### config.mk
export PLATFORM = sky130hd
export DESIGN_NAME = myencoder_flat
export DESIGN_NICKNAME = d
export VERILOG_FILES = /design/src/rtl/myencoder_pkg.sv /design/src/rtl/myencoder_if.sv /design/src/rtl/myencoder_sync.sv /design/src/rtl/myencoder.sv /design/src/flat_wrapper.sv
export SDC_FILE = /design/constraint.sdc
export NUM_CORES = 1
export LEC_CHECK = 0
export ABC_CLOCK_PERIOD_IN_PS = 2500
export BUFFER_PORTS_ARGS = -buffer_cell sky130_fd_sc_hd__buf_2
export CAP_MARGIN = 20
export CORE_MARGIN = 5
export CORE_UTILIZATION = 57
export DETAILED_ROUTE_END_ITERATION = 16
export PLACE_DENSITY_LB_ADDON = 0.1
export SLEW_MARGIN = 20
export SYNTH_ARGS = -nofsm -noshare
export SYNTH_HDL_FRONTEND = slang
export SYNTH_SLANG_ARGS = --single-unit
### constraint.sdc
create_clock -name sys_clk -period 2.5 [get_ports sys_clk]
set_input_delay 0.125 -clock sys_clk [delete_from_list [all_inputs] [get_ports sys_clk]]
set_output_delay 0.125 -clock sys_clk [all_outputs]
set_load 0.02 [all_outputs]
### src/rtl/myencoder_pkg.sv
// myencoder_pkg: shared widths, pointer reset value and priority-select functions for myencoder.
package myencoder_pkg;
    localparam int REQ_W = 8;
    localparam int IDX_W = 3;
    localparam logic [IDX_W-1:0] RR_RESET = 3'd7;

    // Fixed priority: the highest set index wins.
    function automatic logic [IDX_W-1:0] pick_hi(input logic [REQ_W-1:0] req);
        pick_hi = '0;
        for (int i = 0; i < REQ_W; i++)
            if (req[i]) pick_hi = IDX_W'(i);
    endfunction

    // Rotating priority: last+1 is highest, then ascending with wrap.
    function automatic logic [IDX_W-1:0] pick_rr(input logic [REQ_W-1:0] req, input logic [IDX_W-1:0] last);
        pick_rr = '0;
        for (int k = REQ_W; k >= 1; k--)
            if (req[IDX_W'(int'(last) + k)]) pick_rr = IDX_W'(int'(last) + k);
    endfunction
endpackage

### src/rtl/myencoder_if.sv
// myencoder_if: request inputs and granted-index handshake of myencoder.
interface myencoder_if;
    import myencoder_pkg::*;
    logic [REQ_W-1:0] in_val;
    logic             out_ready;
    logic             out_valid;
    logic [IDX_W-1:0] out_val;
    logic [REQ_W-1:0] pending;
    logic             overflow;
    modport master (output in_val, out_ready, input out_valid, out_val, pending, overflow);
    modport slave  (input in_val, out_ready, output out_valid, out_val, pending, overflow);
endinterface

### src/rtl/myencoder_sync.sv
// myencoder_sync: per-bit synchronizer chain followed by a registered rising-edge pulse.
module myencoder_sync
    import myencoder_pkg::*;
#(
    parameter int SYNC_STAGES = 2
) (
    input  logic             sys_clk,
    input  logic             sys_rst_n,
    input  logic [REQ_W-1:0] din,
    output logic [REQ_W-1:0] rise
);
    logic [SYNC_STAGES-1:0][REQ_W-1:0] chain;
    logic [REQ_W-1:0]                  prv;

    always_ff @(posedge sys_clk or negedge sys_rst_n) begin
        if (!sys_rst_n) begin
            chain <= '0;
            prv   <= '0;
            rise  <= '0;
        end else begin
            chain <= {chain[SYNC_STAGES-2:0], din};
            prv   <= chain[SYNC_STAGES-1];
            rise  <= chain[SYNC_STAGES-1] & ~prv;
        end
    end
endmodule

### src/rtl/myencoder.sv
// myencoder: edge-triggered request latch with priority encoder and valid/ready output slot.
// Define MYENCODER_ROUND_ROBIN_EN for rotating priority; fixed highest-index priority otherwise.
module myencoder
    import myencoder_pkg::*;
#(
    parameter int SYNC_STAGES = 2
) (
    input logic        sys_clk,
    input logic        sys_rst_n,
    myencoder_if.slave bus
);
    logic [REQ_W-1:0] edges, pend, clr;
    logic [IDX_W-1:0] sel, idx;
    logic             vld, ovf, load, take;

    myencoder_sync #(.SYNC_STAGES(SYNC_STAGES)) u_sync (
        .sys_clk  (sys_clk),
        .sys_rst_n(sys_rst_n),
        .din      (bus.in_val),
        .rise     (edges)
    );

`ifdef MYENCODER_ROUND_ROBIN_EN
    logic [IDX_W-1:0] ptr;
    always_ff @(posedge sys_clk or negedge sys_rst_n) begin
        if (!sys_rst_n) ptr <= RR_RESET;
        else if (take)  ptr <= sel;
    end
    assign sel = pick_rr(pend, ptr);
`else
    assign sel = pick_hi(pend);
`endif

    assign load = ~vld | bus.out_ready;
    assign take = load & |pend;
    assign clr  = take ? REQ_W'(1) << sel : '0;

    // Same-cycle edges are OR-ed after the grant clear, so a set always beats a clear.
    always_ff @(posedge sys_clk or negedge sys_rst_n) begin
        if (!sys_rst_n) begin
            pend <= '0;
            ovf  <= 1'b0;
            vld  <= 1'b0;
            idx  <= '0;
        end else begin
            pend <= (pend & ~clr) | edges;
            ovf  <= |(edges & pend & ~clr);
            if (load) vld <= take;
            if (take) idx <= sel;
        end
    end

    assign bus.out_valid = vld;
    assign bus.out_val   = idx;
    assign bus.pending   = pend;
    assign bus.overflow  = ovf;
endmodule

### src/flat_wrapper.sv
// flat-port wrapper written by rule: the top's interface ports become plain ports
module myencoder_flat import myencoder_pkg::*;
#(
    parameter int SYNC_STAGES = 2
)
  (sys_clk, sys_rst_n, bus_in_val, bus_out_ready, bus_out_valid, bus_out_val, bus_pending, bus_overflow);
  myencoder_if bus_i ();
  input logic sys_clk;
  input logic sys_rst_n;
  input wire logic [$bits(bus_i.in_val)-1:0] bus_in_val;
  input wire logic [$bits(bus_i.out_ready)-1:0] bus_out_ready;
  output wire logic [$bits(bus_i.out_valid)-1:0] bus_out_valid;
  output wire logic [$bits(bus_i.out_val)-1:0] bus_out_val;
  output wire logic [$bits(bus_i.pending)-1:0] bus_pending;
  output wire logic [$bits(bus_i.overflow)-1:0] bus_overflow;
  assign bus_i.in_val = bus_in_val;
  assign bus_i.out_ready = bus_out_ready;
  assign bus_out_valid = bus_i.out_valid;
  assign bus_out_val = bus_i.out_val;
  assign bus_pending = bus_i.pending;
  assign bus_overflow = bus_i.overflow;
  myencoder #(.SYNC_STAGES(SYNC_STAGES)) u_core (.sys_clk(sys_clk), .sys_rst_n(sys_rst_n), .bus(bus_i));
endmodule
# Yosys cells after proc, flatten, opt, wreduce, memory -nomap -nowiden
# Index checks and enable logic that the tools add are counted.
[word_totals]
register_bits = 45
inputBits = 11
output_inout_bits = 13
elab_cells = 29
[classes]
n_shift = 1
mux = 8
bitwise = 10
reduce_logical = 2
[ops]
columns = ["op", "n"]
rows = [
  ["$and 8x8->8", 4],
  ["$mux 3", 6],
  ["$not 8->8", 2],
  ["$reduce_or 8->1", 2],
  ["$mux 8", 1],
  ["$or 8x8->8", 1],
  ["$shl 1x3->8 const A", 1],
  ["$and 1x1->1", 1],
  ["$mux 1", 1],
  ["$not 1->1", 1],
  ["$or 1x1->1", 1],
]

# Longest topological paths before layout
# Gate-level depths: netlist of the first run.
[depth]
depth_word = 12
mapped_depth = 6
mapped_depth_nobuf = 5

# Modules after synthesis
# A second synthesis of the first run with hierarchy kept.
[unflattened]
hier_cells = 104
area_unflattened_um2 = 1555.2
[modules_own_cells]
columns = ["module", "instances", "cells_per_inst", "area_each_um2", "seq_area_each_um2"]
rows = [
  ["myencoder_sync", 1, 40, 910.9, 800.8],
  ["myencoder", 1, 64, 644.4, 325.3],
]

# Worst setup path before layout of the first run
# No wires, ideal clock.
[synth_path]
path_kind = "register to register"
from = "register u_core.pend[4] (netlist: u_core.bus.pending[4])"
to = "register u_core.ovf (netlist: u_core.bus.overflow)"
setup_time_ns = 0.139
t_arrival_ns = 1.464
t_required_ns = 2.361
setup_slack_ns = 0.897
stages_incl_launch_ff = 6
n_path_buf = 0
synth_period_minus_slack_ns = 1.603
path_cell_list = "dfrtp_1 > nor4_2 > and2b_2 > nand2_1 > o31ai_2 > o211ai_1"
[synth_via]
elab_chain_cells = 9
elab_cells_between_ends = 12
cone_classes = "shift (1); mux (5); bitwise (4); reduce/logical (2)"
[synth_lines]
columns = ["item", "line_no", "text"]
rows = [
  ["start, declared", "myencoder.sv:12", "logic [REQ_W-1:0] edges, pend, clr;"],
  ["start signal, assigned", "myencoder.sv:46", "pend <= (pend & ~clr) | edges;"],
  ["$mux 3 (4 in series)", "myencoder_pkg.sv:11", "if (req[i]) pick_hi = IDX_W'(i);"],
  ["$shl 1x3->8", "myencoder.sv:36", "assign clr = take ? REQ_W'(1) << sel : '0;"],
  ["$mux 8", "myencoder.sv:36", ""],
  ["$not 8->8", "myencoder.sv:47", "ovf <= |(edges & pend & ~clr);"],
  ["$and 8x8->8 (*)", "myencoder.sv:47", ""],
  ["$reduce_or 8->1 (*)", "myencoder.sv:47", ""],
  ["end signal, assigned", "myencoder.sv:47", ""],
  ["end, declared", "myencoder.sv:14", "logic vld, ovf, load, take;"],
]
# Every way passes the cells marked *; elsewhere a longest branch is shown, timed or not.
# A chain may end at the register's enable or synchronous reset.

# Worst setup path in the final report of the first run
# Ends and elaborated chain as after synthesis.

==> metrics.txt, run 1 <==
CTS Buf Count 5; Slew @ Worst Pin 906 ps; # clock sinks 45; Leak 0.800 nW; Crit-path slowest cell dfrtp_1; crit path kind flop to flop; Crit path max-delay family simple AND/OR/NAND/NOR gates; Worst slew margin 0.396; element type at the critical path start flop; yosys warns 0; io pins 24; crit end category flop; clk root buf clkbuf_4; largest net degree at the start of global routing 46; vias in the first global route 858; switch share 0.220; initial core utilization 0.593; CTS Hold Bufs 9; Hold Path Class primary input to flop; CP max FO 6; Syn Nets 112; synthesized cell area 0.00146 mm^2; Die X-Extent 60.5 um; Syn Area/Cell 14.4 um^2; WL per Instance 12.5 um; worst path required time 2720 ps; dpl hpwl 1.51 mm; cell-internal power 1.06 mW; Post-CTS Setup Repair Bufs 0; final hold violations 0; R2R depth 5; combinational power share 0.085; worst setup margin 839 ps; WP buf/inv 0; CTS tree done; die area 0.00367 mm^2; Layout area overhead 22.2%; Clk pwr share 0.324; net load switching power 299 uW; Post-CTS Resized 0; Synth cell types 22; Die Ht 60.5 um; # nets final 150; crit path from u_core.bus.pending[4]; Residual DRC 0; commonest non-fill, non-tap cell in the layout dfrtp_1; WL final 2.13 mm; pre-CTS setup slack 864 ps; RSZ-0062 raised after global routing no; Worst Skew 5.66 ps; gpl congestion 0.857; Pre-antenna DRT Iters 4; crit-path cells nor4_2 -> and2b_2 -> nand2_1 -> o31ai_2 -> o211ai_1; maxcap violations 0; worst reg2reg setup slack 840 ps; global-route wire length before repair 3.79 mm; Worst-Skew Late Latency 330 ps; final core occ 0.725; Clock H-tree levels 2; clock period minus worst slack 1660 ps; pwr/cell area 763 mW/mm^2; worst-case clock buffer depth 2; post-route ant nets 0; Yosys reg bits 45; gr usage total 0.144; 1st-iter DRT viols 22; layout cells sized above 1 0.236; Synth Instances 101; Rows 18; critical path arrival 1880 ps; result of the run finished clean; CP Depth 5; most frequent cells in the layout dfrtp_1 (45), buf_2 (23), nor2b_1 (11); Via density 5.15; worst setup path end u_core.bus.overflow; core area 0.00245 mm^2; max-slew violation count 0; period utilization 0.664; Clock Pin Slew Worst Setup and Hold Paths 110 ps; post-route setup TNS 0 ps; Reg-to-Reg Start u_core.bus.pending[4]; Buffers on Ports 23; Total Power 1.36 mW; Seq/Total Area, Yosys 0.773; Ant. Diodes 0; initial antenna violation count 0; Max Fclk 0.602 GHz; Flop pwr share 0.590; GR Overflow Total 0; CP peak stage delay 450 ps; endpoints failing setup 0; R2R Path End u_core.bus.overflow; vias post-DR 876; Peak VDD IR 0.703 mV
[how the worst min path moves through the flow]
stage / from / endpoint / slack, ps / depth (start not counted)
2_1_floorplan: sys_rst_n / u_core.bus.out_val[0] / -170 / 0
3_3_place_gp: bus_in_val[0] / u_core.u_sync.chain[0] / 230 / 1
3_5_place_dp: bus_in_val[0] / u_core.u_sync.chain[0] / 230 / 1
4_1_cts: bus_out_ready / u_core.bus.out_val[2] / 170 / 3
5_1_grt: bus_out_ready / u_core.bus.pending[7] / 190 / 3
6_report: bus_out_ready / u_core.bus.out_val[2] / 170 / 3
[metal layers]
layer	vias to the layer above	GRT usage	part of all wire
li1	418	-	-
met1	424	0.181	0.42
met2	29	0.225	0.46
met3	5	0.0617	0.10
met4	0	0.0526	0.015
met5	-	0	0
[worst register-to-register path: stages (launching register included)]
cell and delay [ps]:
dfrtp_1 450, nor4_2 360, and2b_2 260, nand2_1 110, o31ai_2 260, o211ai_1 100
[kinds of logic after synthesis]
group                  count (synthesis)  share of synthesized area
AOI/OAI and AO/OA                     22                      0.104
buffers and inverters                  6                     0.0163
DFF                                   45                      0.773
and+or+nand+nor                       28                      0.107
[layout make-up]
| cell class | count | area (um^2) |
|---|---|---|
| tap | 30 | 37.5 |
| clock buffer | 7 | 55.1 |
| inverter | 5 | 18.8 |
| timing repair buffer | 32 | 205 |
| fill | 168 | 676 |
| sequential | 45 | 1130 |
| clock inverter | 1 | 30.0 |
| multi-input combinational | 50 | 307 |
[registers in the layout (all words and copies together) (netlist names)]
| name | count |
|---|---|
| u_core.u_sync.chain | 16 |
| u_core.bus.out_val | 3 |
| u_core.bus.pending | 8 |
| u_core.bus.out_valid | 1 |
| u_core.bus.overflow | 1 |
| u_core.u_sync.rise | 8 |
| u_core.u_sync.prv | 8 |
[power by group through the flow]
stage          logic [mW]  clock network (mW)  registers (mW)
2_1_floorplan      0.0382                   0           0.833
3_3_place_gp        0.106                   0           0.813
3_5_place_dp        0.107                   0           0.817
4_1_cts             0.118               0.459           0.802
5_1_grt             0.129               0.498           0.810
6_report            0.116               0.440           0.801
[stage by stage]
stage,instances,cell area (um^2),hold slack [ps]
after detailed placement,153,1600,234
after global routing,170,1780,189
after CTS,170,1780,165
final,170,1780,168
after global placement,153,1600,233
after floorplan,101,1460,-171
[cells in the mapped netlist (all sizes together)]
library cell  instances  area (um^2)
nor2b                11         68.8
nand3                 1         5.00
nand2                 8         30.0
o21bai                2         15.0
buf                   1         5.00
o22ai                 1         6.26
o311ai                1         8.76
nor4                  3         25.0
nand2b                1         6.26
o31ai                 1         12.5
dfrtp                45         1130
inv                   5         18.8
a311oi                1         8.76
a31oi                 2         12.5
a21oi                 3         15.0
o21a                  1         7.51
and2b                 1         8.76
nor2                  3         11.3
o21ai                 4         20.0
o211ai                2         15.0
a21o                  4         30.0
Power figures use the tool's default switching activity.
==> run 2, diff against run 1 <==
- ABC_AREA: not set -> 1
- ABC_CLOCK_PERIOD_IN_PS: 2500 -> 1500
- CORE_UTILIZATION: 57 -> 49
- clock period: 2.5 -> 1.5 ns (I/O delays scaled with it)
==> run 2 against run 1 <==
Fmax rose by 19%. Largest cell class unchanged. Clock power rose by 98%. Worst hold slack got worse by 92 ps. Core utilization fell by 7.5 points. Sequential share of layout area fell by 6.4 points. Cell count rose by 33%. Sequential cell count did not move. Critical endpoint unchanged. Sequential power rose by 70%. Setup slack got worse by 730 ps.
==> metrics.txt, run 2 <==
result of the run finished clean (unchanged); Worst slew margin 0.694 (was 0.396); critical path arrival 1630 ps (was 1880 ps); global-route wire length before repair 4.07 mm (was 3.79 mm); Worst Skew 4.63 ps (was 5.66 ps); vias post-DR 992 (was 876); worst setup margin 108 ps (was 839 ps); Syn Area/Cell 11.5 um^2 (was 14.4 um^2); CP max FO 5 (was 6); cell-internal power 1.99 mW (was 1.06 mW); most frequent cell after synthesis dfrtp_1 (unchanged); worst path required time 1740 ps (was 2720 ps); worst-case clock buffer depth 2 (unchanged); Die Ht 66.3 um (was 60.5 um); Ant. Diodes 0 (unchanged); clk root buf clkbuf_4 (unchanged); R2R depth 8 (was 5); max-slew violation count 0 (unchanged); worst hold stages 4 (was 3); Clk pwr share 0.331 (was 0.324); Slew @ Worst Pin 459 ps (was 906 ps); Flop pwr share 0.517 (was 0.590); CTS Buf Count 5 (unchanged); most frequent cells after synthesis dfrtp_1 (45), nand2_1 (24), inv_1 (18) (was dfrtp_1 (45), nor2b_1 (11), nand2_1 (8)); GR Overflow Total 0 (unchanged); Worst-Skew Late Latency 340 ps (was 330 ps); die area 0.00439 mm^2 (was 0.00367 mm^2); pre-CTS setup slack 133 ps (was 864 ps); Residual DRC 0 (unchanged); Clock H-tree levels 2 (unchanged); Seq/Total Area, Yosys 0.725 (was 0.773); crit path kind flop to flop (unchanged); switch share 0.245 (was 0.220); hold_ws 75.9 ps (was 168 ps); Layout area overhead 27.7% (was 22.2%); Buffers on Ports 23 (unchanged); Syn Nets 146 (was 112); WL per Instance 10.3 um (was 12.5 um); crit-path most repeated cell nand2_1; maxcap violations 0 (unchanged); Die X-Extent 66.3 um (was 60.5 um); endpoints failing setup 0 (unchanged); WL final 2.33 mm (was 2.13 mm); period utilization 0.928 (was 0.664); Max Fclk 0.718 GHz (was 0.602 GHz); Hold Path Class primary input to flop (unchanged); clock period minus worst slack 1390 ps (was 1660 ps); CP peak stage delay 450 ps (about the same); synth top area cells dfrtp_1 (73%), nand2_1 (5.8%), inv_1 (4.4%) (was dfrtp_1 (77%), nor2b_1 (4.7%), a21o_1 (2.1%)); io pins 24 (unchanged); max reg flops 16 (unchanged); layout cells sized above 1 0.313 (was 0.236); synthesized cell area 0.00155 mm^2 (was 0.00146 mm^2); Crit-path slowest cell dfrtp_1 (unchanged); post-route ant nets 0 (unchanged); Synth Instances 135 (was 101); main flop type after synthesis dfrtp_1 (unchanged); EDFF count, synth 0 (unchanged); crit end category flop (unchanged); # nets final 192 (was 150); Synth cell types 18 (was 22); final hold violations 0 (unchanged); dpl hpwl 1.62 mm (was 1.51 mm); Clock Pin Slew Worst Setup and Hold Paths 120 ps (was 110 ps); Peak VDD IR 0.704 mV (was 0.703 mV); pwr/cell area 1330 mW/mm^2 (was 763 mW/mm^2); most frequent cells in the layout dfrtp_1 (43), nand2_1 (24), buf_2 (23) (was dfrtp_1 (45), buf_2 (23), nor2b_1 (11)); vias in the first global route 1009 (was 858); # clock sinks 45 (unchanged); core area 0.00305 mm^2 (was 0.00245 mm^2); Via density 4.39 (was 5.15); Leak 1.01 nW (was 0.800 nW); CTS tree done (unchanged); 1st-iter DRT viols 40 (was 22); Largest Register u_core.u_sync.chain (unchanged); top cell type by total area after synthesis dfrtp_1 (unchanged); commonest non-fill, non-tap cell in the layout dfrtp_1 (unchanged); yosys warns 0 (unchanged); gr usage total 0.127 (was 0.144); crit-path cells nor2_2 -> o21ai_2 -> nor2_2 -> nand2_1 -> nand3_1 -> nand2_1 -> nor2_1 -> nand2_1 (was nor4_2 -> and2b_2 -> nand2_1 -> o31ai_2 -> o211ai_1); Async S/R FF share, synth 1.00 (unchanged); Yosys reg bits 45 (unchanged); initial core utilization 0.509 (was 0.593); net load switching power 647 uW (was 299 uW); gpl congestion 0.855 (was 0.857); largest net degree at the start of global routing 26 (was 46); Rows 20 (was 18); element type at the critical path start flop (unchanged); Pre-antenna DRT Iters 2 (was 4); initial antenna violation count 0 (unchanged); Synth top area share 0.725 (was 0.773); combinational power share 0.153 (was 0.085)
## run 2: cell count changes in the layout (fill, tap and decap cells not counted), sizes merged, moves of 3 or more
cell,before,now
nand2,8,28
buf,23,30
nor2,3,17
nor2b,11,0
nor4,3,0
nand3,1,9
inv,5,22
## run 2: logic make-up after synthesis
family | share of synthesized area
compound gates | 0.0508
simple gates | 0.171
buf+inv | 0.0532
flops | 0.725
## run 2: what timing repair did
| item | in CTS | in global routing |
|---|---|---|
| setup buffers | 0 | 6 |
| endpoints found under the setup margin | 0 | 1 |
| resized for setup | 0 | 4 |
| hold endpoints to repair | 28 | 0 |
| hold buffers | 9 | 0 |
## run 2: metrics by stage
stage | power, mW | setup TNS, ps | util | std cells | area (um^2)
4_1_cts | 2.62 | 0 | 0.634 | 220 | 1940
2_1_floorplan | 1.60 | 0 | - | 135 | 1550
3_3_place_gp | 1.71 | 0 | 0.571 | 203 | 1740
6_report | 2.64 | 0 | 0.650 | 226 | 1980
5_1_grt | 2.79 | -14.1 | 0.650 | 226 | 1980
3_5_place_dp | 1.72 | 0 | 0.571 | 203 | 1740
## run 2: area by class of cell
type	instances	area, um^2
Timing Repair Buffer	39	270
Clock inverter	3	65.1
Sequential cell	45	1130
Inverter	22	82.6
Tap cell	44	55.1
Multi-Input combinational cell	68	344
Fill cell	261	1070
Clock buffer	5	37.5
## run 2: layer usage
layer  GRT usage  up-vias  share of wire
met5           0        -              0
met4      0.0609        0          0.015
met3      0.0527        6          0.065
met2       0.217       24           0.50
li1            -      504              -
met1       0.133      458           0.42
## run 2: final timing paths
kind	startpoint	end	slack [ps]
max	u_core.bus.pending[6]	u_core.bus.overflow	110
min	bus_out_ready	u_core.bus.out_valid	80
max reg2reg	u_core.bus.pending[6]	u_core.bus.overflow	110
min reg2reg	u_core.u_sync.chain[1]	u_core.u_sync.chain[9]	360
max in group asynchronous	sys_rst_n	u_core.u_sync.rise[1]	820
min in group asynchronous	sys_rst_n	u_core.bus.pending[7]	200
## run 2: power by group through the flow
stage / sequential (mW) / clock (mW) / combinational [mW]
3_5_place_dp: 1.39 / 0 / 0.334
2_1_floorplan: 1.44 / 0 / 0.159
5_1_grt: 1.38 / 0.968 / 0.447
4_1_cts: 1.36 / 0.901 / 0.354
3_3_place_gp: 1.38 / 0 / 0.331
6_report: 1.36 / 0.872 / 0.403
## run 2: worst max-delay path: cells and delay by family (launching register included)
family,cells,cell delay (ps)
AOI/OAI and AO/OA,1,110
and+or+nand+nor,7,720
DFF,1,450
